==> src/rtl/apb_master.sv <==
// APB4 requester: turns a valid/ready command stream into APB SETUP/ACCESS transfers, one response per command.
// Latency: command accepted in cycle N -> SETUP N+1, ACCESS N+2, rsp_valid N+3 plus one cycle per wait state.
// Backpressure: one transfer in flight; cmd_ready is low until the response has been handed off.
module apb_master #(
  parameter int AWIDTH  = 16,
  parameter int DWIDTH  = 32,
  parameter int TIMEOUT = 16
) (
  input  logic                  clk,
  input  logic                  rst,
  input  logic                  cmd_valid,
  output logic                  cmd_ready,
  input  logic                  cmd_write,
  input  logic [AWIDTH-1:0]     cmd_addr,
  input  logic [DWIDTH-1:0]     cmd_wdata,
  input  logic [DWIDTH/8-1:0]   cmd_strb,
  output logic                  rsp_valid,
  input  logic                  rsp_ready,
  output logic [DWIDTH-1:0]     rsp_rdata,
  output logic                  rsp_err,
  output logic                  rsp_timeout,
  output logic                  psel,
  output logic                  penable,
  output logic                  pwrite,
  output logic [AWIDTH-1:0]     paddr,
  output logic [DWIDTH-1:0]     pwdata,
  output logic [DWIDTH/8-1:0]   pstrb,
  input  logic                  pready,
  input  logic [DWIDTH-1:0]     prdata,
  input  logic                  pslverr
);

  localparam int SWIDTH = DWIDTH / 8;
  // Counter must hold TIMEOUT itself; a disabled timeout still keeps a 1-bit counter.
  localparam int CWIDTH = (TIMEOUT > 0) ? $clog2(TIMEOUT + 1) : 1;
  localparam logic [CWIDTH-1:0] CNT_LIMIT = CWIDTH'(TIMEOUT);

  typedef enum logic [1:0] {IDLE, SETUP, ACCESS, RESP} state_t;

  state_t            state;
  state_t            state_nxt;
  logic [CWIDTH-1:0] wait_cnt;
  logic              accept;
  logic              timed_out;

  assign cmd_ready = (state == IDLE) & ~rst;
  assign accept    = cmd_valid & cmd_ready;
  // Abort only when the completer is still stalling; a pready in the limit cycle completes normally.
  assign timed_out = (TIMEOUT > 0) && !pready && (wait_cnt == CNT_LIMIT);

  // State register.
  always_ff @(posedge clk) begin
    if (rst) state <= IDLE;
    else     state <= state_nxt;
  end

  // Next-state logic.
  always_comb begin
    state_nxt = state;
    case (state)
      IDLE:    if (accept) state_nxt = SETUP;
      SETUP:   state_nxt = ACCESS;
      ACCESS:  if (pready || timed_out) state_nxt = RESP;
      RESP:    if (rsp_ready) state_nxt = IDLE;
      default: state_nxt = IDLE;
    endcase
  end

  // Registered APB outputs, wait counter and response fields.
  always_ff @(posedge clk) begin
    if (rst) begin
      psel        <= 1'b0;
      penable     <= 1'b0;
      pwrite      <= 1'b0;
      paddr       <= '0;
      pwdata      <= '0;
      pstrb       <= '0;
      rsp_valid   <= 1'b0;
      rsp_rdata   <= '0;
      rsp_err     <= 1'b0;
      rsp_timeout <= 1'b0;
      wait_cnt    <= '0;
    end else begin
      case (state)
        IDLE: begin
          if (accept) begin
            psel    <= 1'b1;
            penable <= 1'b0;
            pwrite  <= cmd_write;
            paddr   <= cmd_addr;
            // Reads put nothing on the write lanes.
            pwdata  <= cmd_write ? cmd_wdata : '0;
            pstrb   <= cmd_write ? cmd_strb  : SWIDTH'(0);
          end
        end
        SETUP: begin
          penable  <= 1'b1;
          wait_cnt <= '0;
        end
        ACCESS: begin
          if (pready) begin
            psel        <= 1'b0;
            penable     <= 1'b0;
            rsp_valid   <= 1'b1;
            rsp_rdata   <= pwrite ? '0 : prdata;
            rsp_err     <= pslverr;
            rsp_timeout <= 1'b0;
          end else if (timed_out) begin
            psel        <= 1'b0;
            penable     <= 1'b0;
            rsp_valid   <= 1'b1;
            rsp_rdata   <= '0;
            rsp_err     <= 1'b1;
            rsp_timeout <= 1'b1;
          end else if (wait_cnt != '1) begin
            wait_cnt <= wait_cnt + CWIDTH'(1);
          end
        end
        RESP: begin
          if (rsp_ready) rsp_valid <= 1'b0;
        end
        default: ;
      endcase
    end
  end

endmodule
==> config.mk <==
export PLATFORM = sky130hd
export DESIGN_NAME = apb_master
export DESIGN_NICKNAME = d
export VERILOG_FILES = /design/src/rtl/apb_master.sv
export SDC_FILE = /design/constraint.sdc
export NUM_CORES = 1
export LEC_CHECK = 0
export ABC_AREA = 0
export CAP_MARGIN = 5
export CORE_ASPECT_RATIO = 1.75
export CORE_UTILIZATION = 45
export CTS_CLUSTER_SIZE = 24
export DETAILED_ROUTE_END_ITERATION = 8
export GPL_ROUTABILITY_DRIVEN = 0
export PLACE_DENSITY = 0.84
export SLEW_MARGIN = 20
export SYNTH_ARGS = -nofsm -noshare
export SYNTH_HDL_FRONTEND = slang
export SYNTH_SLANG_ARGS = --single-unit
==> constraint.sdc <==
create_clock -name clk -period 3.7 [get_ports clk]
set_input_delay 1.11 -clock clk [delete_from_list [all_inputs] [get_ports clk]]
set_output_delay 1.11 -clock clk [all_outputs]
set_load 0.01 [all_outputs]
=== Word level (Yosys, flattened, before mapping) ===
Cells that the tools add are included.

* Bits in latches: 0
* ROM bits: 0
* Output and inout port bits: 91
* Memories: 0
* Word-level logic and storage cells: 69
* Input bits: 91
* Bits in registers: 97
* Memory bits (writable): 0

* Magnitude comparators: 0
* Reduce and logical (&&, ||, !) cells: 16
* Bitwise gates (word level): 3
* Multiplexer cells: 25
* Equality and inequality tests: 12
* Add/subtract/negate cells: 1
* Shift-type cells: 0
* Div/mod/pow operators: 0
* $mul: 0

{| class="wikitable"
|+ Operators with widths
! kind !! count
|-
| $mux W32 || 4
|-
| $mux W5 || 3
|-
| $ne A2 B2 Y1 const B || 6
|-
| $reduce_and A3 Y1 || 4
|-
| $pmux W5 S2 || 1
|-
| $mux W1 || 9
|-
| $pmux W2 S4 || 1
|-
| $reduce_bool A2 Y1 || 4
|-
| $mux W2 || 3
|-
| $add A5 B1 Y5 const B || 1
|-
| $eq A5 B5 Y1 const B || 1
|-
| $ne A5 B5 Y1 const B || 1
|-
| $eq A2 B2 Y1 const B || 2
|-
| $mux W4 || 1
|-
| $pmux W1 S2 || 2
|-
| $reduce_and A2 Y1 || 2
|-
| $reduce_and A4 Y1 || 1
|-
| $ne A3 B3 Y1 const B || 1
|-
| $pmux W1 S3 || 1
|-
| $reduce_bool A3 Y1 || 1
|-
| $and A1 B1 Y1 || 2
|-
| $eq A2 B1 Y1 const B || 1
|-
| $logic_not A2 Y1 || 1
|-
| $logic_and A1 B1 Y1 || 1
|-
| other kinds (3) || 3
|}

=== Depth between registers and ports, before layout ===
Gate-level depths: netlist of run 1.

* Word-level depth: 5
* Gate-level depth with buffers: 8
* Mapped depth without buffers: 7

=== Worst setup path after synthesis of run 1 ===
Ideal clock, no wire load.

* Path kind: in2out
* Start: input port rst
* End: output port cmd_ready
* Path buffers: 0
* Stages on the path: 1
* Setup slack: 1259 ps
* Data arrival time: 1331 ps
* Data required time: 2590 ps
* Path through: and2b_1

* Cells in the longest elaborated chain, start to end: 2

{| class="wikitable"
|+ Ends and longest elaborated chain
! item !! RTL line !! source
|-
| start: declaration || 10 || <nowiki>input logic rst,</nowiki>
|-
| $not A1 Y1 || 46 || <nowiki>assign cmd_ready = (state == IDLE) & ~rst;</nowiki>
|-
| $and A1 B1 Y1 || 46 ||
|-
| end: declaration || 12 || <nowiki>output logic cmd_ready,</nowiki>
|}

No other way between the ends.

=== Final worst setup path of run 1 ===
Same ends and word-level chain as after synthesis.

==> out/qor.csv, run 1 <==
metric,value,unit
port_buffers,181,
design_area,6190,µm²
overflow,0,
dr.pass1.iters,6,
grt_pass1_wl,17000,µm
clock-sinks,97,
num_rows,45,
drv_cap,0,
rsz0062_at_grt,false,
synth_compound_gate_area_share,0.144,
endpoint_kind,primary output,
wl_per_cell,14.5,µm
grtUsageTotal,0.229,
post_synth_fa_ha_maj_area_fraction,0.0243,
placed_cells,725,
cts_root_buf,clkbuf_16,
dieWidth,74.3,µm
cts_inserted_buffers,9,
cp_top_family,buffers and inverters,
worst_pin_slew,698,ps
syn_area,4110,µm²
clock_skew,6.73,ps
synth.area.top_cells,"dfxtp_1, nand2_1, nand3_1",
min_path_type,flip-flop to flip-flop,
crit_buf_inv,2,
fin_util,0.705,
synth_top_family_by_area,simple AND/OR/NAND/NOR gates,
drive_gt1_frac,0.149,
initial_core_util,0.468,
synthFlopType,dfxtp_1,
crit_chain,clkbuf_2 -> and2b_1 -> clkdlybuf4s50_1,
grt_pass1_vias,3690,
cp_max_fo,2,
ys_async_sr_fraction,0,
required,2590,ps
area_growth,50.6,%
ctsHtreeMaxLevel,3,
grt_max_degree,53,
avgSynthCellArea,9.02,µm²
run_status,finished clean,
fin_setup_tns,0,ps
powerDensity,467,nW/µm²
dp_hpwl,7870,µm
clkSlewWorstSetupHoldPaths,60,ps
critPathLaunchType,input port,
io_pins,182,
postSynthNetCount,555,
yosysWarnings,0,
critPathSlowestCell,clkdlybuf4s50_1,
fp.dieH,128,µm
holdBufCountCts,0,
hold_violations,0,
fmax,329,MHz
setup_violations,0,
leakagePower,2.25,nW
finalNetCount,718,
max_stage_delay,530,ps
clockBufferDepth,2,
synth-seq-cells,97,
synth_xor_area_frac,0,
finalPower,2.89,mW
vias,3804,
cts_tree,done,
synth_mux_area_frac,0.00974,
vdd.ir_drop.worst,0.285,mV
core_area,8780,µm²
synth_edf_count,0,
cp.arrival,1930,ps
stdcell_count,741,
critPathKind,input port to primary output,
slew_violations,0,
synthCells,456,
antenna_found_initial,0,
nFillCells,667,
synthSimpleGateAreaFrac,0.281,
cts_resized,0,
ys_types,45,
wirelength,10700,µm
ant_nets,0,
seq_area_frac_synth,0.472,
antennaDiodeCount,0,
clock_latency,330,ps
fin_crit,3040,ps
post_cts_buffers,0,
yosysTopAreaCell,dfxtp_1,
finalCritPeriodShare,0.821,
remaining_drc_errors,0,
placed_area,5890,µm²
slew_headroom,0.535,
synth_top_area_frac,0.472,
drt_iter0_drc,85,
drt-vias-per-instance,5.13,
die-area,9540,µm²
final cells by class:
| cell class | instances | area [µm²] | area share |
|---|---|---|---|
| Tap cell | 117 | 146 | 0.0236 |
| Multi-Input combinational cell | 315 | 1890 | 0.305 |
| Clock buffer | 11 | 253 | 0.0408 |
| Clock inverter | 5 | 53.8 | 0.00869 |
| Sequential cell | 97 | 1940 | 0.313 |
| Timing Repair Buffer | 190 | 1890 | 0.305 |
| Inverter | 6 | 22.5 | 0.00364 |
sequential cells by signal, indices dropped and copies added (netlist names):
name / cells
rsp_err: 1
rsp_valid: 1
pwdata: 32
paddr: 16
pwrite: 1
rsp_timeout: 1
psel: 1
rsp_rdata: 32
pstrb: 4
state: 2
wait_cnt: 5
penable: 1
placed cells by master (no fill, tap or decap), drive strengths merged, types with 3 or more instances in the layout:
cell             n
clkbuf          12
clkdlybuf4s50  180
o21ai           35
nand2          109
nor2             3
mux2i            4
nand3           84
a21oi           39
buf              9
clkinv           5
inv              5
ha               8
dfxtp           97
nor3b            3
nand2b           4
and2             4
cell usage after synthesis (2+ instances only):
library cell    n
buf_2           7
nor2_1          3
nand3_1        56
o211ai_1        2
clkbuf_1       14
nand4_1         2
buf_4           9
inv_1           6
nand3_2        28
o21ai_0         3
o21ai_2        30
and3_1          2
nand2_1       109
o21ai_1         2
mux2i_1         4
dfxtp_1        97
and2_1          4
nand2b_1        3
a21oi_1        38
buf_1           2
buf_12          4
ha_1            8
path summary, 6_finish.rpt:
| path | startpoint | endpoint | slack [ps] | cells past startpoint |
|---|---|---|---|---|
| worst max register to register | state[0] | paddr[2] | 1680 | 7 |
| worst min register to register | pwdata[22] | pwdata[22] | 450 | 2 |
| worst max-delay path | rst | cmd_ready | 660 | 3 |
| worst min-delay path | pwdata[22] | pwdata[22] | 450 | 2 |
power by group:
| group | switching, mW | leakage (nW) | internal [mW] |
|---|---|---|---|
| Clock | 0.376 | 0.155 | 0.558 |
| Combinational | 0.381 | 1.30 | 0.372 |
| Sequential | 0.0620 | 0.787 | 1.14 |
| Total | 0.818 | 2.25 | 2.07 |
worst min-delay path: stages, from the launching register on:
cell     delay [ps]
dfxtp_1         310
nand2_1          50
a21oi_1          50
routing by layer:
| metal | vias to the layer above | part of all wire | track usage |
|---|---|---|---|
| li1 | 1875 | - | - |
| met1 | 1754 | 0.37 | 0.239 |
| met2 | 163 | 0.53 | 0.418 |
| met3 | 12 | 0.083 | 0.0595 |
| met4 | 0 | 0.017 | 0.101 |
| met5 | - | 0 | 0 |
stage by stage:
| stage | hold slack, ps | worst slack [ps] |
|---|---|---|
| 2_1_floorplan | 447 | 1260 |
| 3_3_place_gp | 437 | 676 |
| 3_5_place_dp | 443 | 658 |
| 4_1_cts | 452 | 655 |
| 5_1_grt | 473 | 620 |
| 6_report | 451 | 663 |
cell families after synthesis:
family,count (synthesis)
AND/OR/NAND/NOR,217
multiplexers,4
AO/OA/AOI/OAI,86
buffers and inverters,44
flip-flops,97
adder cells (fa/ha/maj),8
(Power assumes the default switching activity.)
==> run 2: changes to the inputs <==
--- a/config.mk
+++ b/config.mk
@@ -8,11 +8,11 @@
 export ABC_AREA = 0
 export CAP_MARGIN = 5
 export CORE_ASPECT_RATIO = 1.75
-export CORE_UTILIZATION = 45
+export CORE_UTILIZATION = 38
 export CTS_CLUSTER_SIZE = 24
 export DETAILED_ROUTE_END_ITERATION = 8
 export GPL_ROUTABILITY_DRIVEN = 0
-export PLACE_DENSITY = 0.84
+export PLACE_DENSITY = 0.76
 export SLEW_MARGIN = 20
 export SYNTH_ARGS = -nofsm -noshare
 export SYNTH_HDL_FRONTEND = slang
==> constraint.sdc (replaced) <==
create_clock -name clk -period 2.6 [get_ports clk]
set_input_delay 0.78 -clock clk [delete_from_list [all_inputs] [get_ports clk]]
set_output_delay 0.78 -clock clk [all_outputs]
set_load 0.01 [all_outputs]
==> run 2 against run 1 <==
Via count hardly changed. First-iteration DRC count is 19% higher. Register-to-register slack worse by 1200 ps. Cell count is 1.5% higher. Global-route usage is 3.4 points lower. Non-clock buffer count is 1 higher. Highest routed layer unchanged.
==> out/qor.csv, run 2 (synthesis results as in run 1) <==
metric,value,unit,change
cts_root_buf,clkbuf_16,,
final_cell_mix,"clkdlybuf4s50_1, nand2_1, dfxtp_1, nand3_1, a21oi_1",,
drv_cap,0,,unchanged
setup_violations,0,,unchanged
p_comb_frac,0.255,,-0.005
slew_violations,0,,unchanged
critPathKind,input port to primary output,,
finalCritPeriodShare,0.967,,
clockBufferDepth,2,,unchanged
drive_gt1_frac,0.146,,-0.00344
antenna_found_initial,0,,unchanged
ant_nets,0,,unchanged
run_status,finished clean,,
endpoint_kind,primary output,,
fp.dieH,140,µm,+8.7%
grt_pass1_wl,17400,µm,+2.0%
min_path_type,flip-flop to flip-flop,,
max_stage_delay,490,ps,-40 ps
core_area,10400,µm²,+19%
io_pins,182,,unchanged
ctsHtreeMaxLevel,3,,unchanged
cp_top_family,buffers and inverters,,
clock_skew,7.97,ps,+1.24 ps
required,1820,ps,-770 ps
layout_commonest_cell,clkdlybuf4s50_1,,
cts_inserted_buffers,9,,unchanged
wl_per_cell,14.5,µm,about the same
area_growth,52.8,%,
power_switching,1.18,mW,+44%
num_rows,49,,+8.9%
vdd.ir_drop.worst,0.423,mV,+48%
crit_chain,clkdlybuf4s50_1 -> and2b_1 -> dlygate4sd2_1,,
cts_tree,done,,
powerDensity,682,nW/µm²,+46%
vias,3805,,+0.026%
clockPowerShare,0.345,,+0.022
remaining_drc_errors,0,,unchanged
cp_max_fo,2,,unchanged
switching_share,0.274,,-0.00861
dr.pass1.iters,4,,-2
antennaDiodeCount,0,,unchanged
overflow,0,,unchanged
critPathLaunchType,input port,,
die-area,11300,µm²,+18%
slew_headroom,0.363,,-0.171
grtUsageTotal,0.195,,-0.0343
p_int,3.11,mW,+50%
nFillCells,908,,+36%
hold_violations,0,,unchanged
fin_crit,2520,ps,
rsz0062_at_grt,false,,
top_regs,"pwdata: 32 flops, rsp_rdata: 32 flops, paddr: 16 flops",,
post_cts_buffers,0,,unchanged
port_buffers,181,,unchanged
dieWidth,80.6,µm,+8.6%
initial_core_util,0.395,,-0.0736
drt_iter0_drc,101,,+19%
grt_pass1_vias,3830,,+3.8%
critPathSlowestCell,clkdlybuf4s50_1,,
fmax,398,MHz,
clock-sinks,97,,unchanged
fin_setup_tns,0,ps,unchanged
leakagePower,2.27,nW,+1.2%
clock_latency,340,ps,about the same
timing.hold.ws,450,ps,-0.511 ps
dp_hpwl,7780,µm,-1.2%
wirelength,10900,µm,+1.4%
grt_max_degree,58,,+9.4%
finalNetCount,719,,+0.14%
clkSlewWorstSetupHoldPaths,60,ps,about the same
worst_pin_slew,955,ps,+257 ps
drt-vias-per-instance,5.06,,-1.4%
cp.arrival,1740,ps,-190 ps
crit_buf_inv,2,,unchanged
pwr-share-seq,0.400,,-0.017
-- run 2: cell types whose count changed in the layout (fill, tap and decap cells not counted), moves of 2 or more --
cell	change
clkbuf_1	+2
clkbuf_8	-2
buf_12	+3
clkinv_2	-2
bufinv_16	+2
buf_4	-2
-- run 2: path summary, 6_finish.rpt --
kind / endpoint / startpoint / cells past startpoint / slack, ps
max reg2reg: pwdata[14] / state[1] / 6 / 480
min: pwdata[26] / pwdata[26] / 2 / 450
max: cmd_ready / rst / 3 / 80
min reg2reg: pwdata[26] / pwdata[26] / 2 / 450
-- run 2: stage by stage --
stage	setup WS (ps)	total power, mW	cell area, µm²	instances	util
after floorplan	819	2.36	4110	456	-
after global placement	-146	2.81	5950	736	0.571
after detailed placement	-131	2.85	5950	736	0.571
after CTS	82.1	4.35	6290	752	0.603
after global routing	70.5	4.51	6290	752	0.603
final	85.0	4.29	6290	752	0.603
-- run 2: worst reg2reg max path: cells and delay by family, from the launching register on --
family	cells	cell delay [ps]
simple gates	3	1170
buf+inv	1	120
compound gates	1	170
flops	1	340
fa+ha+maj	1	270
-- run 2: what timing repair did --
| item | 4_1_cts | 5_1_grt |
|---|---|---|
| endpoints found under the setup margin | 1 | 0 |
| hold buffers | 0 | 0 |
| gates resized for setup | 1 | 0 |
-- run 2: cell type report --
cell class                 count  area [µm²]  area share
sequential                    97        1940       0.309
timing repair buffer         191        1940       0.308
multi-input combinational    315        1890       0.301
clock buffer                  11         233      0.0370
tap                          127         159      0.0253
clock inverter                 5         104      0.0165
inverter                       6        22.5     0.00358
-- run 2: per-layer routing --
layer,GRT usage,part of all wire
met4,0.0630,0.013
met3,0.0695,0.095
met1,0.200,0.38
met5,0,0
met2,0.355,0.51
-- run 2: power by group through the flow --
stage | clock network (mW) | logic [mW] | registers, mW
2_1_floorplan | 0 | 0.559 | 1.80
3_3_place_gp | 0 | 1.07 | 1.74
3_5_place_dp | 0 | 1.11 | 1.75
4_1_cts | 1.53 | 1.11 | 1.72
5_1_grt | 1.59 | 1.19 | 1.73
6_report | 1.48 | 1.09 | 1.72
